File: config.mk
export PLATFORM = sky130hd
export DESIGN_NAME = mario_sound_mix_filter
export DESIGN_NICKNAME = d
export VERILOG_FILES = /design/src/rtl/mario_sound_mix_filter.sv
export SDC_FILE = /design/constraint.sdc
export NUM_CORES = 1
export LEC_CHECK = 0
export ABC_AREA = 1
export CORE_ASPECT_RATIO = 1.5
export CORE_UTILIZATION = 35
export DETAILED_ROUTE_END_ITERATION = 16
export HOLD_SLACK_MARGIN = 0.12
export PLACE_DENSITY = 0.6
export SYNTH_ARGS = -nofsm -noshare
export SYNTH_HDL_FRONTEND = slang
export SYNTH_SLANG_ARGS = --single-unit
File: constraint.sdc
create_clock -name I_CLK_24M -period 10.1 [get_ports I_CLK_24M]
set_input_delay 3.03 -clock I_CLK_24M [delete_from_list [all_inputs] [get_ports I_CLK_24M]]
set_output_delay 3.03 -clock I_CLK_24M [all_outputs]
set_load 0.03 [all_outputs]
File: src/rtl/mario_sound_mix_filter.sv
// Sound back end: captures asynchronous 8-bit DAC writes, applies per-channel gain and a
// time-multiplexed first-order IIR low-pass on one shared multiplier, then mixes to 16 bits.
module mario_sound_mix_filter #(
  parameter int CHANNELS = 2,
  parameter int DIV      = 500,
  parameter int COEF_W   = 18,
  parameter int A2       = -28065,
  parameter int B1       = 2352,
  parameter int B2       = 2352
) (
  input  logic                       I_CLK_24M,
  input  logic                       I_RST,
  input  logic [CHANNELS-1:0]        I_WRn,
  input  logic [8*CHANNELS-1:0]      I_DATA,
  input  logic [4*CHANNELS-1:0]      I_GAIN,
  output logic [16*CHANNELS-1:0]     O_CH_DAC,
  output logic signed [15:0]         O_SND_OUT,
  output logic                       O_SND_VLD,
  output logic                       O_OVERRUN
);

  localparam int ACC_W = 16 + COEF_W + 2;
  localparam int SUM_W = 16 + $clog2(CHANNELS) + 1;
  localparam int CNT_W = (DIV > 1) ? $clog2(DIV) : 1;
  localparam int CH_W  = (CHANNELS > 1) ? $clog2(CHANNELS) : 1;
  localparam int SAT_W = 64;

  localparam logic signed [COEF_W-1:0] C_B1  = COEF_W'(B1);
  localparam logic signed [COEF_W-1:0] C_B2  = COEF_W'(B2);
  localparam logic signed [COEF_W-1:0] C_A2N = COEF_W'(-A2);
  localparam logic [CNT_W-1:0]         CNT_LAST = CNT_W'(DIV - 1);
  localparam logic [CH_W-1:0]          CH_LAST  = CH_W'(CHANNELS - 1);

  typedef enum logic [2:0] {
    S_IDLE = 3'd0,
    S_SNAP = 3'd1,
    S_M0   = 3'd2,
    S_M1   = 3'd3,
    S_M2   = 3'd4,
    S_ST   = 3'd5,
    S_MIX  = 3'd6
  } state_e;

  function automatic logic signed [15:0] sat16(input logic signed [SAT_W-1:0] v);
    logic signed [15:0] r;
    if (v > 64'sd32767) begin
      r = 16'sh7FFF;
    end else if (v < -64'sd32768) begin
      r = 16'sh8000;
    end else begin
      r = v[15:0];
    end
    return r;
  endfunction

  function automatic logic [15:0] dac_conv(input logic [7:0] d);
    return {~d[7], d[6:0], ~d[7], d[6:0]};
  endfunction

  logic [CHANNELS-1:0]     wr_s1_q, wr_s2_q, wr_s3_q;
  logic [8*CHANNELS-1:0]   hold_q;
  logic [16*CHANNELS-1:0]  dac_q;
  logic [CNT_W-1:0]        cnt_q;
  logic                    tick_s;

  state_e                  state_q;
  logic [CH_W-1:0]         ch_q;
  logic signed [15:0]      xsnap_q [CHANNELS];
  logic [3:0]              gsnap_q [CHANNELS];
  logic signed [15:0]      x1_q    [CHANNELS];
  logic signed [15:0]      y1_q    [CHANNELS];
  logic signed [ACC_W-1:0] acc_q;
  logic signed [SUM_W-1:0] sum_q;
  logic signed [15:0]      out_q;
  logic                    vld_q;
  logic                    ovr_q;

  logic signed [15:0]      x_cur_s;
  logic [3:0]              g_cur_s;
  logic signed [20:0]      xgain_s;
  logic signed [15:0]      xg_s;
  logic signed [COEF_W-1:0] coef_s;
  logic signed [15:0]      opnd_s;
  logic signed [ACC_W-1:0] prod_s;
  logic signed [15:0]      y_s;
  logic signed [SUM_W-1:0] sum_d;

  // Write strobes are synchronised; the DAC register loads when the write ends.
  always_ff @(posedge I_CLK_24M or negedge I_RST) begin
    if (!I_RST) begin
      wr_s1_q <= {CHANNELS{1'b1}};
      wr_s2_q <= {CHANNELS{1'b1}};
      wr_s3_q <= {CHANNELS{1'b1}};
      hold_q  <= {(8*CHANNELS){1'b0}};
      dac_q   <= {(16*CHANNELS){1'b0}};
    end else begin
      wr_s1_q <= I_WRn;
      wr_s2_q <= wr_s1_q;
      wr_s3_q <= wr_s2_q;
      for (int c = 0; c < CHANNELS; c++) begin
        if (!wr_s1_q[c]) begin
          hold_q[8*c +: 8] <= I_DATA[8*c +: 8];
        end
        if (wr_s2_q[c] && !wr_s3_q[c]) begin
          dac_q[16*c +: 16] <= dac_conv(hold_q[8*c +: 8]);
        end
      end
    end
  end

  assign tick_s = (cnt_q == CNT_LAST);

  // Sample-rate divider.
  always_ff @(posedge I_CLK_24M or negedge I_RST) begin
    if (!I_RST) begin
      cnt_q <= {CNT_W{1'b0}};
    end else if (tick_s) begin
      cnt_q <= {CNT_W{1'b0}};
    end else begin
      cnt_q <= cnt_q + CNT_W'(1);
    end
  end

  assign x_cur_s = xsnap_q[ch_q];
  assign g_cur_s = gsnap_q[ch_q];
  assign xgain_s = 21'(x_cur_s) * 21'($signed({1'b0, g_cur_s}));
  assign xg_s    = sat16(SAT_W'(xgain_s >>> 3));

  // Operand select for the single filter multiplier.
  always_comb begin
    coef_s = C_B1;
    opnd_s = xg_s;
    case (state_q)
      S_M1: begin
        coef_s = C_B2;
        opnd_s = x1_q[ch_q];
      end
      S_M2: begin
        coef_s = C_A2N;
        opnd_s = y1_q[ch_q];
      end
      default: begin
        coef_s = C_B1;
        opnd_s = xg_s;
      end
    endcase
  end

  assign prod_s = ACC_W'(coef_s) * ACC_W'(opnd_s);
  assign y_s    = sat16(SAT_W'(acc_q >>> 15));
  assign sum_d  = sum_q + SUM_W'(y_s);

  // Frame sequencer; the mix result and its strobe are registered on the last store so
  // both are visible together in the MIX cycle.
  always_ff @(posedge I_CLK_24M or negedge I_RST) begin
    if (!I_RST) begin
      state_q <= S_IDLE;
      ch_q    <= {CH_W{1'b0}};
      acc_q   <= {ACC_W{1'b0}};
      sum_q   <= {SUM_W{1'b0}};
      out_q   <= 16'sd0;
      vld_q   <= 1'b0;
      ovr_q   <= 1'b0;
      for (int c = 0; c < CHANNELS; c++) begin
        xsnap_q[c] <= 16'sd0;
        gsnap_q[c] <= 4'd0;
        x1_q[c]    <= 16'sd0;
        y1_q[c]    <= 16'sd0;
      end
    end else begin
      vld_q <= 1'b0;
      if (tick_s && (state_q != S_IDLE)) begin
        ovr_q <= 1'b1;
      end
      case (state_q)
        S_IDLE: begin
          if (tick_s) begin
            state_q <= S_SNAP;
          end
        end
        S_SNAP: begin
          for (int c = 0; c < CHANNELS; c++) begin
            xsnap_q[c] <= $signed(dac_q[16*c +: 16]);
            gsnap_q[c] <= I_GAIN[4*c +: 4];
          end
          sum_q   <= {SUM_W{1'b0}};
          ch_q    <= {CH_W{1'b0}};
          state_q <= S_M0;
        end
        S_M0: begin
          acc_q   <= prod_s;
          state_q <= S_M1;
        end
        S_M1: begin
          acc_q   <= acc_q + prod_s;
          state_q <= S_M2;
        end
        S_M2: begin
          acc_q   <= acc_q + prod_s;
          state_q <= S_ST;
        end
        S_ST: begin
          x1_q[ch_q] <= xg_s;
          y1_q[ch_q] <= y_s;
          sum_q      <= sum_d;
          if (ch_q == CH_LAST) begin
            out_q   <= sat16(SAT_W'(sum_d));
            vld_q   <= 1'b1;
            state_q <= S_MIX;
          end else begin
            ch_q    <= ch_q + CH_W'(1);
            state_q <= S_M0;
          end
        end
        S_MIX: begin
          state_q <= S_IDLE;
        end
        default: begin
          state_q <= S_IDLE;
        end
      endcase
    end
  end

  assign O_CH_DAC  = dac_q;
  assign O_SND_OUT = out_q;
  assign O_SND_VLD = vld_q;
  assign O_OVERRUN = ovr_q;

endmodule

Yosys cells after proc, flatten, opt, wreduce, memory -nomap -nowiden
Cells that the tools add are included.
{"block": "totals", "regBits": 243, "inputBits": 28, "output_inout_bits": 50, "wordCells": 93}
{"block": "classes", "n_addsub": 4, "mul": 2, "magnitude_cmp": 8, "n_eq_ne": 7, "n_mux": 34, "n_bitwise": 3, "reduce_logical": 12}
{"op": "$mux W16", "n": 16}
{"op": "$pmux W36 S2", "n": 1}
{"op": "$bwmux W32", "n": 2}
{"op": "$add A36 B32 Y36", "n": 1}
{"op": "$gt A18 B16 Y1 const B", "n": 2}
{"op": "$lt A18 B16 Y1 const B", "n": 2}
{"op": "$pmux W18 S2", "n": 1}
{"op": "$mul A16 B16 Y32", "n": 1}
{"op": "$pmux W16 S2", "n": 1}
{"op": "$gt A21 B16 Y1 const B", "n": 1}
{"op": "$lt A21 B16 Y1 const B", "n": 1}
{"op": "$mul A16 B5 Y21", "n": 1}
{"op": "$add A18 B16 Y18", "n": 1}
{"op": "$pmux W3 S6", "n": 1}
{"op": "$demux W16 S1", "n": 1}
{"op": "$mux W15", "n": 1}
{"op": "$mux W4", "n": 3}
{"op": "$add A9 B1 Y9 const B", "n": 1}
{"op": "$eq A9 B9 Y1 const B", "n": 1}
{"op": "$mux W9", "n": 1}
{"op": "$eq A3 B2 Y1 const B", "n": 2}
{"op": "$eq A3 B3 Y1 const B", "n": 2}
{"op": "$mux W3", "n": 2}
{"op": "$logic_and A1 B1 Y1", "n": 4}
{"op": "other kinds (15)", "n": 20}

Logic depth before layout (Yosys ltp)
Gate-level depths: netlist (run 1).
{"block": "logic_depth", "depth_word": 12, "depth_mapped": 65, "depth_no_buf": 64}

Worst setup path before layout (run 1)
Ideal clock, no wire load.
{"block": "synth_timing", "kind": "register to register", "startpoint": "reg ch_q", "endpoint": "reg acc_q[35]", "setup_time_ns": 0.117, "t_arrival_ns": 10.197, "required_time_ns": 9.983, "setup_slack_ns": -0.214, "stages_incl_launch_ff": 57, "path_buffers": 5, "synth_period_minus_slack_ns": 10.314, "cell_sequence": "dfrtp_1 buf_6 buf_2 clkbuf_1 mux2i_1 nor2_1 ha_1 fa_1 inv_1 fa_1 inv_1 ha_1 buf_4 nand2_4 inv_2 nand2_1 nand2_1 nand2_1 (+21 left out) nand3_1 nand3b_1 or2_2 nand3_1 nand2_1 and2_1 ha_1 nand2_1 nor2_1 nand2_1 nor2_1 nand3_1 nand3_1 nand2_1 nand3_1 nand2_1 nand3_1 nand2_1"}
{"block": "synth_between", "elab_chain_cells": 12, "word_cells_on_any_way": 22, "classes_between": "add/sub (1); mul (2); order compare (2); mux (16); bitwise (1)"}
{"element": "start, declared", "line_no": "67", "rtl": "logic [CH_W-1:0] ch_q;"}
{"element": "start signal, assigned", "line_no": "158", "rtl": "ch_q <= {CH_W{1'b0}};"}
{"element": "start signal, assigned", "line_no": "187", "rtl": "ch_q <= {CH_W{1'b0}};"}
{"element": "start signal, assigned", "line_no": "211", "rtl": "ch_q <= ch_q + CH_W'(1);"}
{"element": "$not A1 Y2 (implied by the code) *"}
{"element": "$mux W16 (implied by the code) / $mux W4 (equally long branches) (3 in series)", "line_no": "124, 125"}
{"element": "$mul A16 B5 Y21", "line_no": "126", "rtl": "assign xgain_s = 21'(x_cur_s) * 21'($signed({1'b0, g_cur_s}));"}
{"element": "$lt A18 B16 Y1", "line_no": "48", "rtl": "end else if (v < -64'sd32768) begin"}
{"element": "$mux W16", "line_no": "48"}
{"element": "$mux W16", "line_no": "46", "rtl": "if (v > 64'sd32767) begin"}
{"element": "$pmux W16 S2 *", "line_no": "133", "rtl": "case (state_q)"}
{"element": "$mul A16 B16 Y32 *", "line_no": "149", "rtl": "assign prod_s = ACC_W'(coef_s) * ACC_W'(opnd_s);"}
{"element": "$add A36 B32 Y36", "line_no": "195, 199"}
{"element": "$pmux W36 S2 *", "line_no": "175", "rtl": "case (state_q)"}
{"element": "end signal, assigned", "line_no": "159", "rtl": "acc_q <= {ACC_W{1'b0}};"}
{"element": "end signal, assigned", "line_no": "195", "rtl": "acc_q <= acc_q + prod_s;"}
{"element": "end signal, assigned", "line_no": "199", "rtl": "acc_q <= acc_q + prod_s;"}
{"element": "end, declared", "line_no": "72", "rtl": "logic signed [ACC_W-1:0] acc_q;"}
Mark *: on every way between the ends. The rest lies on a longest branch, timed or not. The select of a mux whose other input is x is not followed.
A chain may end at the register's enable or synchronous reset.

Final worst setup path (run 1)
{"block": "layout_timing", "startpoint": "reg ch_q", "endpoint": "reg acc_q[29]"}
Same word-level chain as after synthesis.

==> results of run 1 <==
-- layout make-up --
type                            instances  area (µm²)
Multi-Input combinational cell       1968       15590
Inverter                              500        1899
Fill cell                            5468       28430
Tap cell                              763       954.7
Sequential cell                       211        5289
Clock buffer                           28       624.3
Clock inverter                         14       141.4
Timing Repair Buffer                  491        4104
-- synthesized netlist by cell type, types with 5 or more instances --
| cell type | number |
|---|---|
| xor2_1 | 44 |
| inv_2 | 9 |
| mux2i_1 | 8 |
| a21oi_1 | 150 |
| nand3_1 | 105 |
| or2_2 | 23 |
| buf_4 | 20 |
| dfstp_2 | 6 |
| ha_1 | 214 |
| a22o_1 | 11 |
| clkbuf_1 | 39 |
| a21o_1 | 5 |
| inv_1 | 490 |
| mux2_2 | 7 |
| fa_1 | 115 |
| dfrtp_1 | 205 |
| o22ai_1 | 5 |
| o21ai_0 | 181 |
| o21bai_1 | 11 |
| nand4_1 | 25 |
| o21a_1 | 5 |
| nand2_1 | 715 |
| xnor2_1 | 14 |
| a21boi_1 | 11 |
| nor2_1 | 192 |
| a31oi_1 | 10 |
| a21boi_0 | 7 |
| nand3b_1 | 15 |
| nand2_2 | 22 |
| nand2_4 | 5 |
| o21ai_1 | 9 |
| buf_2 | 11 |
| o221ai_1 | 5 |
| nor3_1 | 17 |
-- critical path, delay by kind of cell (launching register included) --
kind,cells,cell delay [ns]
buf+inv,13,1.12
simple gates,24,2.09
xor+xnor,1,0.25
compound gates,4,0.48
mux,1,0.28
flops,1,0.49
fa+ha+maj,12,5.07
-- cell usage in the layout (no fill, tap or decap), types with 38 or more instances in the layout --
cell type | synthesis | final
nand2_1 | 715 | 597
inv_1 | 490 | 424
buf_4 | 20 | 370
dfrtp_1 | 205 | 204
o21ai_0 | 181 | 143
ha_1 | 214 | 142
nor2_1 | 192 | 122
fa_1 | 115 | 111
a21oi_1 | 150 | 105
nand2_2 | 22 | 98
clkdlybuf4s50_1 | 0 | 76
nand3_1 | 105 | 75
ha_4 | 0 | 69
inv_2 | 9 | 67
nand2_4 | 5 | 43
nor2_2 | 4 | 42
buf_6 | 2 | 38
-- where the power goes --
part,switching [µW],internal (µW)
registers,18.0,863
logic,91.1,59.9
clock network,400,478
total,509,1400
-- kinds of logic (layout without fill, tap and decap cells) --
logic type / after synthesis / after routing / synth area share
XOR/XNOR: 59 / 59 / 0.02635
adder cells (fa/ha/maj): 329 / 329 / 0.2450
AO/OA/AOI/OAI: 427 / 427 / 0.1168
buffers and inverters: 575 / 1033 / 0.1118
flip-flops: 211 / 211 / 0.2601
multiplexers: 15 / 15 / 0.007818
AND/OR/NAND/NOR: 1131 / 1133 / 0.2317
other: 2 / 5 / 0.0003695
-- state kept, by name (all words and copies together) (netlist names), 2 cells and up --
name       cells
sum_q         18
wr_s2_q        2
x1_q          32
y1_q          32
gsnap_q        8
O_CH_DAC      16
O_SND_OUT     16
wr_s1_q        2
xsnap_q       16
state_q        3
hold_q        16
acc_q         36
cnt_q          9
wr_s3_q        2
-- timing repair --
item                                    CTS  global route
hold endpoints to repair                  0             0
pin swaps                                22           231
cloned                                    3             0
resized for setup                       185           506
hold buffers                              0             0
buffers inserted                          9            39
endpoints found under the setup margin   23            25
-- worst max path at each step --
stage                     start         to  slack (ns)  cells after the start
after detailed placement   ch_q  acc_q[33]       -0.65                     56
after global routing       ch_q  acc_q[28]       -0.21                     58
after global placement     ch_q  acc_q[33]       -0.57                     55
final                      ch_q  acc_q[29]        0.23                     55
after CTS                  ch_q  acc_q[34]       -0.16                     54
after floorplan            ch_q  acc_q[35]       0.005                     56
-- metal layers --
| metal | part of all wire | wire [µm] | GRT usage |
|---|---|---|---|
| met4 | 0.079 | 5353 | 0.1683 |
| met1 | 0.36 | 24500 | 0.2346 |
| met5 | 0 | 0 | 0 |
| met3 | 0.027 | 1788 | 0.02029 |
| met2 | 0.53 | 35700 | 0.4143 |
-- through the flow --
stage	TNS, ns	area, µm²	total power (µW)	instances	hold WS [ns]
final	0	28610	1910	3975	0.3582
after global routing	-2.457	28610	1974	3975	0.3592
after CTS	-0.8663	26270	1929	3941	0.3576
after detailed placement	-10.21	24490	1043	3887	0.3566
after global placement	-8.897	24490	1041	3887	0.3556
after floorplan	0	20350	970.7	2752	0.3533
==> reports/results.txt, run 1 <==
CORE AREA: 57030 µm²
vias in the first global route: 20020
Sink Count: 211
critical path arrival: 10.32 ns
FF-to-FF setup slack: 0.23 ns
RSZ-0062 raised after global routing: yes
worst min path class: flop to flop
period utilization: 0.9774
fin util: 0.5016
top post-synthesis cells by area: dfrtp_1, nand2_1, ha_1
Root Driver: clkbuf_16
pre-CTS setup slack: -0.6491 ns
final count of pins violating max slew: 0
die area: 59060 µm²
Clock Latency Late Sink: 0.56 ns
Netlist cell types: 56
initial antenna violation count: 0
Max Root-Sink Buffers: 3
# nets final: 3552
CTS tree: done
FF-to-FF Start: ch_q
critical path endpoint category: flop
fin crit period: 9.871 ns
status: finished clean
Core Rows: 107
post-route ant nets: 0
FF-to-FF End: acc_q[29]
# DRC: 0
Die Width: 198.8 µm
1st-iter DRT viols: 1038
Cells on Worst Hold Path: 0
Initial Utilization: 0.3564
share of cells above drive strength 1: 0.3166
Reg2Reg Depth: 55
PD cells: 66.78 nW/µm²
final setup vio count: 0
Hold Startpoint: wr_s2_q[0]
WL final: 67340 µm
top-area cell type share of the netlist area: 0.2524
crit path launch type: flop
slowest CP cell: fa_1
synthesized area: 20330 µm²
Post-Syn Area per Cell: 7.394 µm²
number of port buffers: 77
Post-Syn Instances: 2749
Endpoint, Worst Hold: wr_s3_q[0]
die height: 297.1 µm
first-pass GRT wire length: 103900 µm
fmax: 0.1013 GHz
final hold viol count: 0
Post-DP HPWL: 52400 µm
RePlAce Congestion: 0.9746
Max rail drop VDD: 0.1121 mV
critical path peak fanout: 6
Tot GR Track Use: 0.2256
Slew HR: 0.2394
critical path type: flop to flop
CTS buffer count: 23
number of max-cap violations: 0
Vias: 19340
Max Clock Skew: 0.02470 ns
Clock transition at path regs: 0.07 ns
router iterations before antenna repair: 5
largest net degree at the start of global routing: 106
Yosys top cell by area: dfrtp_1
Yosys Warn Count: 0
CP peak stage delay: 0.56 ns
Via density: 4.866
io pins: 78
H-Tree Depth: 1
area grow syn2layout: 40.74%
measured slew at the worst slew-check pin: 1.140 ns
post-synthesis sequential area ratio: 0.2601
worst setup margin: 0.2288 ns
total grt overflow: 0
CP required: 10.55 ns
post-synthesis register bit count: 211
asr flop ratio synth: 1.000
Antenna Cells: 0
Main synth FF type: dfrtp_1
routed len/inst: 16.94 µm
count of flip-flops with a built-in enable after synthesis: 0
P_leak: 0.01492 µW
Note: power is estimated with default switching activity, not from simulation.
==> inputs of run 2 (changes only) <==
Settings changed: ABC_AREA 1 to 0, SLEW_MARGIN set to 20.
==> run 2 against run 1 <==
The flow now finishes with violations (setup timing); die area is 3.8% lower; design area is 10% lower; via count is 12% lower; flip-flop and latch count stayed put; total power is 7.2% higher; critical path type unchanged.
==> reports/results.txt, run 2 <==
Psw: 527.1 µW (+3.6%)
count of flip-flops with a built-in enable after synthesis: 0 (unchanged)
1st-iter DRT viols: 648 (-38%)
Main synth FF type: dfrtp_1
share of cells above drive strength 1: 0.2822 (-0.03441)
vias in the first global route: 18440 (-7.9%)
# DRC: 0 (unchanged)
Largest regs: acc_q (36), x1_q (32), y1_q (32)
status: finished with violations
io pins: 78 (unchanged)
fin crit period: 11.40 ns (+1.529 ns)
area grow syn2layout: 31.34%
most common cell after layout, fill and taps aside: buf_4
WL final: 59060 µm (-12%)
Post-DP HPWL: 47180 µm (-10%)
Comb pwr share: 0.094 (+0.015)
Clock Latency Late Sink: 0.56 ns (about the same)
Slew HR: 0.3238 (+0.08444)
final hold viol count: 0 (unchanged)
die height: 291.4 µm (-1.9%)
synth cell count leaders: inv_1, ha_1, dfrtp_1
top-area cell type share of the netlist area: 0.2625 (+0.01013)
worst setup margin: -1.300 ns (-1.529 ns)
Core Rows: 105 (-1.9%)
synthesized area: 19540 µm² (-3.9%)
worst min path class: flop to flop
critical path type: flop to flop
initial antenna violation count: 0 (unchanged)
Initial Utilization: 0.3558 (-0.0005465)
Clk network pwr share: 0.470 (+0.010)
largest reg by FF count: acc_q
slowest CP cell: fa_1
final count of pins violating max slew: 0 (unchanged)
critical path arrival: 11.90 ns (+1.58 ns)
first-pass GRT wire length: 95950 µm (-7.6%)
Tot GR Track Use: 0.2113 (-0.01434)
post-synthesis sequential area ratio: 0.2706 (+0.01044)
most common cell in the synthesized netlist: inv_1
fill count: 5139 (-6.0%)
critical path endpoint category: flop
RSZ-0062 raised after global routing: yes
failing checks: setup timing
top post-synthesis cells by area: dfrtp_1, ha_1, fa_1
largest net degree at the start of global routing: 80 (-25%)
commonest cells after routing, fill and taps aside: buf_4, inv_1, dfrtp_1, ha_1, nand2_1
critical path peak fanout: 8 (+2)
PD cells: 79.77 nW/µm² (+19%)
Antenna Cells: 0 (unchanged)
router iterations before antenna repair: 5 (unchanged)
Yosys top cell by area: dfrtp_1
CP required: 10.60 ns (+0.05 ns)
measured slew at the worst slew-check pin: 1.007 ns (-0.1322 ns)
Via density: 5.272 (+8.4%)
number of port buffers: 77 (unchanged)
# nets final: 2870 (-19%)
Flop pwr share: 0.436 (-0.025)
post-synthesis register bit count: 211 (unchanged)
Clock transition at path regs: 0.06 ns (about the same)
crit path launch type: flop
period utilization: 1.129 (+0.1513)
Post-Syn Instances: 2122 (-23%)
switching share of total power: 0.2575 (-0.008972)
CP peak stage delay: 0.55 ns (about the same)
CTS buffer count: 23 (unchanged)
final setup vio count: 21 (+21)
post-route ant nets: 0 (unchanged)
Max Root-Sink Buffers: 3 (unchanged)
total power: 2047 µW (+7.2%)
CTS tree: done
hold buffers post-CTS: 0 (unchanged)
Netlist cell types: 92 (+64%)
H-Tree Depth: 1 (unchanged)
Max Clock Skew: 0.01296 ns (-0.01174 ns)
Sink Count: 211 (unchanged)
CP most frequent cell: fa_1
Max rail drop VDD: 0.1163 mV (+3.7%)
CORE AREA: 54920 µm² (-3.7%)
routed len/inst: 18.31 µm (+8.1%)
internal cell power: 1520 µW (+8.5%)
pre-CTS setup slack: -1.691 ns (-1.042 ns)
Post-Syn Area per Cell: 9.209 µm² (+25%)
Root Driver: clkbuf_16
max reg flops: 36 (unchanged)
fmax: 0.08772 GHz (-13%)
Yosys Warn Count: 0 (unchanged)
die area: 56800 µm² (-3.8%)
RePlAce Congestion: 0.9291 (-4.7%)
asr flop ratio synth: 1.000 (unchanged)
total grt overflow: 0 (unchanged)
Die Width: 194.9 µm (-1.9%)
number of max-cap violations: 0 (unchanged)
P_leak: 0.01293 µW (-13%)
Vias: 17000 (-12%)
-- run 2: cell types whose count changed after synthesis, sizes merged, moves of 22 or more --
cell    previous run  this run
a21o               5        38
a31oi             10        35
clkbuf            39        61
inv              499       278
mux2               7        76
nand2            742       169
nand3            107        35
nor2             197       118
o211ai             3        31
o21ai            192       129
xnor2             15        53
-- run 2: power groups by stage --
stage	sequential, µW	clock (µW)	combinational, µW
6_report	892	962	193
5_1_grt	895	1000	208
4_1_cts	894	984	193
3_5_place_dp	910	0	192
3_3_place_gp	908	0	190
2_1_floorplan	921	0	92.2
-- run 2: cell families (layout without fill, tap and decap cells) --
logic type               Yosys count  in the layout  synth area share
XOR/XNOR                          89             89           0.04098
adder cells (fa/ha/maj)          329            329            0.2548
AO/OA/AOI/OAI                    559            559            0.1899
multiplexers                      96             96           0.05468
other                              2              5         0.0003843
flip-flops                       211            211            0.2706
AND/OR/NAND/NOR                  461            461            0.1109
buffers and inverters            375            780           0.07773
-- run 2: per-stage QoR --
stage	setup TNS, ns	cell area, µm²	instances	util	hold WS [ns]
2_1_floorplan	-15.48	19930	2125	-	0.3510
3_3_place_gp	-21.82	23570	3141	0.4293	0.3536
3_5_place_dp	-25.68	23570	3141	0.4293	0.3544
4_1_cts	-17.73	25290	3216	0.4605	0.3633
5_1_grt	-27.87	25670	3225	0.4674	0.3700
6_report	-17.47	25670	3225	0.4674	0.3620
-- run 2: critical path, delay by kind of cell, from the launching register on --
kind	cells	cell delay, ns
AO/OA/AOI/OAI	20	3.82
multiplexers	1	0.41
adder cells (fa/ha/maj)	12	4.99
AND/OR/NAND/NOR	5	0.55
flip-flops	1	0.49
buffers and inverters	10	0.88
XOR/XNOR	1	0.15
-- run 2: worst paths after layout --
path | from | to | slack, ns | depth (start not counted)
min | wr_s2_q[0] | wr_s3_q[0] | 0.36 | 0
max in group asynchronous | I_RST | ch_q | 6.21 | 2
max | ch_q | acc_q[35] | -1.30 | 49
min in group asynchronous | I_RST | O_CH_DAC[7] | 2.42 | 1
max reg2reg | ch_q | acc_q[35] | -1.30 | 49
min reg2reg | wr_s2_q[0] | wr_s3_q[0] | 0.36 | 0
-- run 2: final cells by class --
class	count	area [µm²]	share of cell area
Timing Repair Buffer	459	3724	0.1451
Multi-Input combinational cell	1539	13900	0.5417
Tap cell	695	869.6	0.03388
Inverter	279	1047	0.04080
Sequential cell	211	5291	0.2062
Clock buffer	31	625.6	0.02437
Clock inverter	11	206.4	0.008044
-- run 2: repair_timing --
action,CTS,global route
pin swaps,77,56
gates resized for setup,134,62
setup endpoints to repair,23,24
setup buffers,34,10
-- run 2: routing by layer --
| metal | vias to the layer above | GRT usage | part of all wire | wire length, µm |
|---|---|---|---|---|
| li1 | 8077 | - | - | - |
| met1 | 8392 | 0.2187 | 0.36 | 21520 |
| met2 | 369 | 0.4105 | 0.54 | 32020 |
| met3 | 165 | 0.01610 | 0.026 | 1532 |
| met4 | 0 | 0.1229 | 0.068 | 3994 |
| met5 | - | 0 | 0 | 0 |
==> inputs of run 3 (changes only) <==
Settings changed: DONT_BUFFER_PORTS set to 1, PLACE_DENSITY 0.6 to 0.58.
==> run 3 against run 2 <==
The flow still finishes with violations (setup timing); largest power group is now registers; flip-flop and latch count is the same; critical endpoint is now acc_q[30]; critical path depth is 1 lower; first-iteration DRC count grew 3.5%; final cell count fell by 2.7%; design area shrank 3.2%; maximum frequency down 0.28%; register-to-register slack got worse by 0.03 ns.
==> reports/results.txt, run 3 (synthesis results as in run 2) <==
Clock Latency Late Sink: 0.56 ns (about the same)
max reg flops: 36 (unchanged)
hold buffers post-CTS: 0 (unchanged)
Vias: 16540 (-2.8%)
critical path type: flop to flop
slowest CP cell: dfrtp_4
status: finished with violations
Antenna Cells: 0 (unchanged)
Die Width: 194.9 µm (unchanged)
final count of pins violating max slew: 0 (unchanged)
P_leak: 0.01260 µW (-2.5%)
largest net degree at the start of global routing: 212 (+170%)
Via density: 5.269 (about the same)
Non-Filler Instances: 3138 (-2.7%)
Slew HR: 0.3258 (+0.001966)
dpl cells: 3054 (-2.8%)
routed len/inst: 18.71 µm (+2.2%)
commonest cells after routing, fill and taps aside: buf_4, inv_1, dfrtp_1, ha_1, nand2_1
period utilization: 1.132 (+0.003155)
most common cell after layout, fill and taps aside: buf_4
critical path endpoint category: flop
largest reg by FF count: acc_q
# DRC: 0 (unchanged)
Final TNS setup: -16.59 ns (+0.8855 ns)
critical path peak fanout: 15 (+7)
final hold viol count: 0 (unchanged)
share of cells above drive strength 1: 0.2890 (+0.006776)
CTS buffer count: 24 (+4.3%)
fin crit period: 11.43 ns (+0.03187 ns)
Max rail drop VDD: 0.09514 mV (-18%)
area grow syn2layout: 27.19%
post-route ant nets: 0 (unchanged)
Clk network pwr share: 0.478 (+0.008)
final setup vio count: 20 (-4.8%)
fmax: 0.08748 GHz (-0.28%)
vias in the first global route: 17530 (-5.0%)
worst min path class: flop to flop
Sink Count: 211 (unchanged)
Tot GR Track Use: 0.2084 (-0.002809)
number of port buffers: 0 (-100%)
Core Rows: 105 (unchanged)
CP most frequent cell: fa_1
crit-path leading delay family: adder cells
first-pass GRT wire length: 93850 µm (-2.2%)
io pins: 78 (unchanged)
Post-DP HPWL: 46420 µm (-1.6%)
Clock transition at path regs: 0.07 ns (about the same)
internal cell power: 1444 µW (-5.0%)
worst setup margin: -1.332 ns (-0.03187 ns)
Initial Utilization: 0.3558 (unchanged)
Max Root-Sink Buffers: 3 (unchanged)
CTS tree: done
Max Clock Skew: 0.01166 ns (-0.001306 ns)
switching share of total power: 0.2533 (-0.004214)
CP peak stage delay: 0.54 ns (about the same)
Root Driver: clkbuf_16
Largest regs: acc_q (36), x1_q (32), y1_q (32)
router iterations before antenna repair: 8 (+3)
worst path bufs/invs: 9 (-1)
die area: 56800 µm² (unchanged)
CP required: 10.54 ns (-0.06 ns)
total grt overflow: 0 (unchanged)
number of max-cap violations: 0 (unchanged)
# nets final: 2784 (-3.0%)
pre-CTS setup slack: -1.711 ns (-0.02059 ns)
PD cells: 77.80 nW/µm² (-2.5%)
Flop pwr share: 0.488 (+0.052)
Comb pwr share: 0.033 (-0.061)
H-Tree Depth: 1 (unchanged)
WL final: 58710 µm (-0.60%)
CORE AREA: 54920 µm² (unchanged)
initial antenna violation count: 0 (unchanged)
area of the multi-input gates: 13930 µm² (+0.23%)
measured slew at the worst slew-check pin: 1.005 ns (-0.002929 ns)
crit path launch type: flop
RSZ-0062 raised after global routing: yes
Psw: 489.8 µW (-7.1%)
FF-to-FF setup slack: -1.33 ns (-0.03 ns)
failing checks: setup timing
critical path arrival: 11.88 ns (-0.02 ns)
FF/Latch Area: 5291 µm² (unchanged)
1st-iter DRT viols: 671 (+3.5%)
die height: 291.4 µm (unchanged)
RePlAce Congestion: 0.9665 (+4.0%)
fill count: 5228 (+1.7%)
-- run 3: worst paths after layout --
path,startpoint,to,depth (start not counted)
worst min-delay path,wr_s2_q[0],wr_s3_q[0],0
worst min register to register,wr_s2_q[0],wr_s3_q[0],0
max in group asynchronous,I_RST,acc_q[20],0
worst max register to register,ch_q,acc_q[30],48
worst max-delay path,ch_q,acc_q[30],48
min in group asynchronous,I_RST,hold_q[1],0
-- run 3: final cells by class --
cell class                 instances  share of cell area
clock buffer                      34             0.02728
clock inverter                     8            0.005437
inverter                         279             0.04213
timing repair buffer             372              0.1166
tap                              695             0.03499
sequential                       211              0.2129
multi-input combinational       1539              0.5606
-- run 3: stage by stage --
step	cell area (µm²)	power (µW)	hold WS [ns]	utilization
2_1_floorplan	19930	1013	0.3510	-
3_3_place_gp	22730	1019	0.3546	0.4140
3_5_place_dp	22730	1022	0.3566	0.4140
4_1_cts	24250	1960	0.3655	0.4415
5_1_grt	24860	1995	0.3699	0.4526
6_report	24860	1934	0.3643	0.4526
-- run 3: layer usage --
metal	wire, µm	global-route usage	part of all wire	up-vias
li1	-	-	-	7932
met4	3243	0.1041	0.055	0
met3	1508	0.01610	0.026	147
met5	0	0	0	-
met2	32890	0.4160	0.56	363
met1	21060	0.2130	0.36	8093
-- run 3: repair_timing --
item | 4_1_cts | 5_1_grt
setup buffers | 19 | 22
pin swaps | 71 | 79
cloned | 0 | 1
setup endpoints to repair | 23 | 23
gates resized for setup | 103 | 93
-- run 3: power groups by stage --
stage	registers, µW	logic [µW]	clock network (µW)
5_1_grt	947	72.2	976
2_1_floorplan	921	92.2	0
6_report	945	64.6	925
4_1_cts	946	61.8	952
3_3_place_gp	960	58.5	0
3_5_place_dp	962	60.6	0
